File: src/rtl/divu8_seq_if.sv
// divu8_seq_if: operand and result valid/ready bundle
// for the sequential 8-bit unsigned divider.
interface divu8_seq_if;
  logic       in_valid;
  logic       in_ready;
  logic [7:0] a;
  logic [7:0] b;
  logic       out_valid;
  logic       out_ready;
  logic [7:0] quot;
  logic [7:0] rem;
  logic       div_zero;

  modport master (
    output in_valid, a, b, out_ready,
    input  in_ready, out_valid, quot, rem, div_zero
  );

  modport slave (
    input  in_valid, a, b, out_ready,
    output in_ready, out_valid, quot, rem, div_zero
  );
endinterface

File: src/rtl/divu8_seq.sv
// divu8_seq: restoring unsigned 8-bit divider, one step per clock.
// Define DIVU8_REM_EN to drive the remainder output; otherwise rem is 0.
module divu8_seq (
  input  logic       clk,
  input  logic       rst,
  divu8_seq_if.slave bus
);
  typedef enum logic [1:0] {IDLE, BUSY, DONE} state_e;

  state_e     state_q, state_d;
  logic [2:0] cnt_q, cnt_d;
  logic [7:0] p_q, p_d;
  logic [7:0] q_q, q_d;
  logic [7:0] b_q, b_d;
  logic [7:0] quot_q, quot_d;
  logic       dz_q, dz_d;
`ifdef DIVU8_REM_EN
  logic [7:0] rem_q, rem_d;
`endif

  logic [8:0] p_sh;
  logic [8:0] p_sub;
  logic [7:0] q_nx;
  logic       ge;

  // P < b after every step, so the stored partial remainder fits in 8 bits.
  // p_sh < 2b, hence the borrow bit of the 9-bit difference decides P >= b.
  always_comb begin
    p_sh  = {p_q, q_q[7]};
    p_sub = p_sh - {1'b0, b_q};
    ge    = ~p_sub[8];
    q_nx  = {q_q[6:0], ge};
  end

  always_comb begin
    state_d = state_q;
    cnt_d   = cnt_q;
    p_d     = p_q;
    q_d     = q_q;
    b_d     = b_q;
    quot_d  = quot_q;
    dz_d    = dz_q;
`ifdef DIVU8_REM_EN
    rem_d   = rem_q;
`endif
    unique case (state_q)
      IDLE: begin
        if (bus.in_valid) begin
          b_d     = bus.b;
          q_d     = bus.a;
          p_d     = 8'd0;
          cnt_d   = 3'd7;
          state_d = BUSY;
        end
      end
      BUSY: begin
        if (b_q == 8'd0) begin
          quot_d  = 8'hFF;
          dz_d    = 1'b1;
`ifdef DIVU8_REM_EN
          rem_d   = q_q;
`endif
          state_d = DONE;
        end else begin
          p_d = ge ? p_sub[7:0] : p_sh[7:0];
          q_d = q_nx;
          if (cnt_q == 3'd0) begin
            quot_d  = q_nx;
            dz_d    = 1'b0;
`ifdef DIVU8_REM_EN
            rem_d   = ge ? p_sub[7:0] : p_sh[7:0];
`endif
            state_d = DONE;
          end else begin
            cnt_d = cnt_q - 3'd1;
          end
        end
      end
      DONE: begin
        if (bus.out_ready) state_d = IDLE;
      end
      default: state_d = IDLE;
    endcase
  end

  always_ff @(posedge clk) begin
    if (rst) begin
      state_q <= IDLE;
      cnt_q   <= 3'd0;
      p_q     <= 8'd0;
      q_q     <= 8'd0;
      b_q     <= 8'd0;
      quot_q  <= 8'd0;
      dz_q    <= 1'b0;
`ifdef DIVU8_REM_EN
      rem_q   <= 8'd0;
`endif
    end else begin
      state_q <= state_d;
      cnt_q   <= cnt_d;
      p_q     <= p_d;
      q_q     <= q_d;
      b_q     <= b_d;
      quot_q  <= quot_d;
      dz_q    <= dz_d;
`ifdef DIVU8_REM_EN
      rem_q   <= rem_d;
`endif
    end
  end

  assign bus.in_ready  = (state_q == IDLE);
  assign bus.out_valid = (state_q == DONE);
  assign bus.quot      = quot_q;
  assign bus.div_zero  = dz_q;
`ifdef DIVU8_REM_EN
  assign bus.rem       = rem_q;
`else
  assign bus.rem       = 8'd0;
`endif
endmodule

File: src/flat_wrapper.sv
// flat-port wrapper written by rule: the top's interface ports become plain ports
module divu8_seq_flat 
  (clk, rst, bus_in_valid, bus_a, bus_b, bus_out_ready, bus_in_ready, bus_out_valid, bus_quot, bus_rem, bus_div_zero);
  divu8_seq_if bus_i ();
  input  logic clk;
  input  logic rst;
  input wire logic [$bits(bus_i.in_valid)-1:0] bus_in_valid;
  input wire logic [$bits(bus_i.a)-1:0] bus_a;
  input wire logic [$bits(bus_i.b)-1:0] bus_b;
  input wire logic [$bits(bus_i.out_ready)-1:0] bus_out_ready;
  output wire logic [$bits(bus_i.in_ready)-1:0] bus_in_ready;
  output wire logic [$bits(bus_i.out_valid)-1:0] bus_out_valid;
  output wire logic [$bits(bus_i.quot)-1:0] bus_quot;
  output wire logic [$bits(bus_i.rem)-1:0] bus_rem;
  output wire logic [$bits(bus_i.div_zero)-1:0] bus_div_zero;
  assign bus_i.in_valid = bus_in_valid;
  assign bus_i.a = bus_a;
  assign bus_i.b = bus_b;
  assign bus_i.out_ready = bus_out_ready;
  assign bus_in_ready = bus_i.in_ready;
  assign bus_out_valid = bus_i.out_valid;
  assign bus_quot = bus_i.quot;
  assign bus_rem = bus_i.rem;
  assign bus_div_zero = bus_i.div_zero;
  divu8_seq u_core (.clk(clk), .rst(rst), .bus(bus_i));
endmodule
File: config.mk
export PLATFORM = sky130hd
export DESIGN_NAME = divu8_seq_flat
export DESIGN_NICKNAME = d
export VERILOG_FILES = /design/src/rtl/divu8_seq_if.sv /design/src/rtl/divu8_seq.sv /design/src/flat_wrapper.sv
export SDC_FILE = /design/constraint.sdc
export NUM_CORES = 1
export LEC_CHECK = 0
export ABC_AREA = 1
export BUFFER_PORTS_ARGS = -buffer_cell sky130_fd_sc_hd__buf_2
export CORE_AREA = 2 2 71 73
export DETAILED_ROUTE_END_ITERATION = 12
export DIE_AREA = 0 0 73 75
export PLACE_DENSITY = 0.81
export REMOVE_ABC_BUFFERS = 1
export SYNTH_ARGS = -nofsm -noshare
export SYNTH_HDL_FRONTEND = slang
export SYNTH_SLANG_ARGS = --single-unit
export TNS_END_PERCENT = 20
File: constraint.sdc
create_clock -name clk -period 1.84 [get_ports clk]
set_input_delay 0.368 -clock clk [delete_from_list [all_inputs] [get_ports clk]]
set_output_delay 0.368 -clock clk [all_outputs]
set_load 0.05 [all_outputs]
==> run_results.csv <==
group,metric,value,unit
floorplanning,rows,25,
critical_path,worst-r2r-cell-count,13,
place,io_buffers,30,
hold_path,min-delay-start,"bus_b[0]",
critical_path,reg2reg_to,"u_core.p_q[2]",
timing,rsz0062_at_grt,"true",
route,wl_per_cell,12.8,um
final_layout,area_growth,21.1,%
critical_path,slowest_stage,"fa_2",
place,dp_hpwl,3760,um
final_layout,drive_gt1_share,26.0,%
place,dpl_cell_area,0.00251,mm2
synth,synth_cell_type_count,31,
final_layout,final_common_cell,"nand2_1",
clock_tree,cts_max_level,2,
critical_path,r2r-start,"u_core.q_q[7]",
timing,setup_ws,-6.43,ps
clock_tree,clkLatencyLatePin,300,ps
route,dr.pass1.iters,4,
critical_path,crit_path_frequent_cell,"nand2_4",
run,max_cap_violations,0,
run_status,status,"complete, but fails checks",
clock_tree,cts_buffers,5,
route,wl,5570,um
clock_tree,cts_root_buffer,"clkbuf_8",
floorplanning,core,0.00466,mm2
place,dp_worst_setup_slack,-80.3,ps
floorplanning,start_util,49.2,%
grt,overflow,0,
route,drc_errors,0,
critical_path,endpoint,"u_core.p_q[2]",
grt,use_met1,23.9,%
power_and_ir_drop,p_per_area,1110,mW/mm2
floorplanning,dieArea,0.00548,mm2
route,ant_nets,0,
timing,fin_skew,9.47,ps
synth,ys_warn_count,0,
synth,synth_cells,334,
synth,seq_area_frac_synth,33.2,%
clock_tree,cts.sinks,38,
grt,top_usage_layer,"met2",
timing,min_period,1850,ps
power_and_ir_drop,ir_worst_vdd,0.536,mV
final_layout,final_cell_mix,"nand2_1 (101), inv_1 (40), dfxtp_1 (36)",
grt,antenna_found_initial,0,
timing,relSlewSlack,58.0,%
route,vias,2235,
grt,met2_usage,34.8,%
timing,finalCritPeriodShare,100,%
grt,grt_pass1_vias,1920,
final_layout,final_cells,435,
final_layout,post-route-util,59.5,%
clock_tree,cts_tree,"yes",
critical_path,worstPathMaxFanout,4,
synth,synth-seq-cells,38,
critical_path,r2r_slack,-6,ps
place,place_inst,421,
critical_path,worstSetupPathDepth,13,
clock_tree,clk_pin_slew,90,ps
critical_path,path_buf_inv,3,
timing,hold_viol,0,
power_and_ir_drop,leakagePower,1.43,nW
critical_path,cp.arrival,2040,ps
floorplanning,die_h,75,um
synth,syn_area,0.00229,mm2
timing,fin_setup_tns,-12.9,ps
place,gp_congestion,0.881,
timing,slew_viol_final,0,
grt,use_met3,3.75,%
grt,grt_start_max_net_pins,22,
final_layout,final_cell_area,0.00277,mm2
critical_path,cp_top_family,"simple AND/OR/NAND/NOR gates",
critical_path,cp_cell_sequence,"inv_2 -> ha_4 -> inv_4 -> fa_2 -> nand2_2 -> nand2_4 -> nand3_4 -> nand2_4 -> nand2_4 -> buf_6 -> nand3b_1 -> nand3_2 -> a21oi_2",
route,drt_iter0_markers,156,
floorplanning,die_x,73,um
floorplanning,ios,39,
grt,grt_usage,19.9,%
critical_path,start_kind,"flop",
critical_path,cp_data_required_time,2030,ps
final_layout,num_antenna_cells,0,
critical_path,slowest_delay,400,ps
final_layout,nNetsFinal,411,
timing,worst_slew_pin_slew,629,ps
grt,grt_pass1_wl,8450,um
timing,finalSetupViolCount,3,
clock_tree,clock_path_buffers,2,
route,drt-vias-per-instance,5.14,
hold_path,hp-class,"in2reg",
critical_path,setup.worst_path.start,"u_core.q_q[7]",
timing,timing.fmax,542,MHz
critical_path,crit_type,"reg2reg",
critical_path,worst_setup_path_end_kind,"flop",
synth,synth_area_per_cell,6.86,um2
final_layout,nFillCells,402,
run_status,violations,"setup timing",
## sequential cells by signal (all words and copies together) (netlist names)
register,flops
u_core.p_q,8
u_core.state_q,2
u_core.bus.div_zero,1
u_core.q_q,8
u_core.bus.quot,8
u_core.b_q,8
u_core.cnt_q,3
## metal layers
layer,up-vias,wire (um)
li1,1134,-
met1,1040,2370
met2,52,2880
met3,9,221
met4,0,97
met5,-,0
## final cells by class
type	instances	area [um2]	share of cell area [%]
sequential	38	763	27.5
tap	54	67.6	2.44
clock buffer	5	68.8	2.48
timing repair buffer	46	274	9.88
inverter	50	193	6.95
multi-input combinational	239	1360	49.1
clock inverter	3	45.0	1.62
## through the flow
stage / hold slack [ps] / power [mW]
final: 326 / 3.08
after global routing: 357 / 3.29
after CTS: 324 / 2.92
after detailed placement: 461 / 2.15
after global placement: 455 / 2.11
after floorplan: 437 / 1.86
## cell usage after synthesis
cell type    n  area [um2]
dfxtp_1     38         761
conb_1       1        3.75
buf_6        4        45.0
nor2_8       2        40.0
nand2_1    105         394
buf_4        8        60.1
nand3_2      4        40.0
ha_1        10         125
buf_2        2        10.0
xor2_1       1        8.76
or2_1        1        6.26
o21ai_0     11        55.1
nand4_2      1        12.5
inv_4        1        6.26
clkbuf_1     3        11.3
o21ai_1     10        50.1
nand2_2      3        18.8
nand3_1     21         105
a21oi_1     32         160
nand2_4      3        33.8
nand3b_1     6        45.0
nor2_4       1        11.3
nand4_1      2        12.5
fa_1         1        20.0
nor2_2       1        6.26
nor3_1       1        5.00
inv_1       42         158
inv_2        7        26.3
nor2_1       9        33.8
xnor2_1      2        17.5
o21ai_2      1        8.76
## timing repair
action	4_1_cts	5_1_grt
gates resized for setup	5	23
setup buffers	0	3
pin swaps	2	11
gates cloned	2	1
endpoints found under the setup margin	10	10
hold buffers	0	0
## cells by family (layout without fill, tap and decap cells)
family                   count (synthesis)  count (layout)  synth area share, %
AO/OA/AOI/OAI                           54              54                 12.0
adder cells (fa/ha/maj)                 11              11                 6.34
flip-flops                              38              38                 33.2
XOR/XNOR                                 3               3                 1.15
other                                    1               8                0.164
AND/OR/NAND/NOR                        160             163                 33.4
buffers and inverters                   67             104                 13.8
## worst min-delay path: stages
cell and delay [ps]:
buf_2 70, o21ai_0 70, nor2_1 80
## report_power, final
part | internal [mW] | switching (mW)
Clock | 0.403 | 0.326
Combinational | 0.489 | 0.887
Sequential | 0.915 | 0.0643
## how the worst min path moves through the flow
stage / endpoint / slack [ps] / cells after the start
2_1_floorplan: u_core.bus.quot[0] / 440 / 1
3_3_place_gp: u_core.bus.quot[0] / 450 / 2
3_5_place_dp: u_core.bus.quot[0] / 460 / 2
4_1_cts: u_core.b_q[0] / 320 / 3
5_1_grt: u_core.q_q[0] / 360 / 3
6_report: u_core.b_q[0] / 330 / 3
Power figures use the tool's default switching activity.
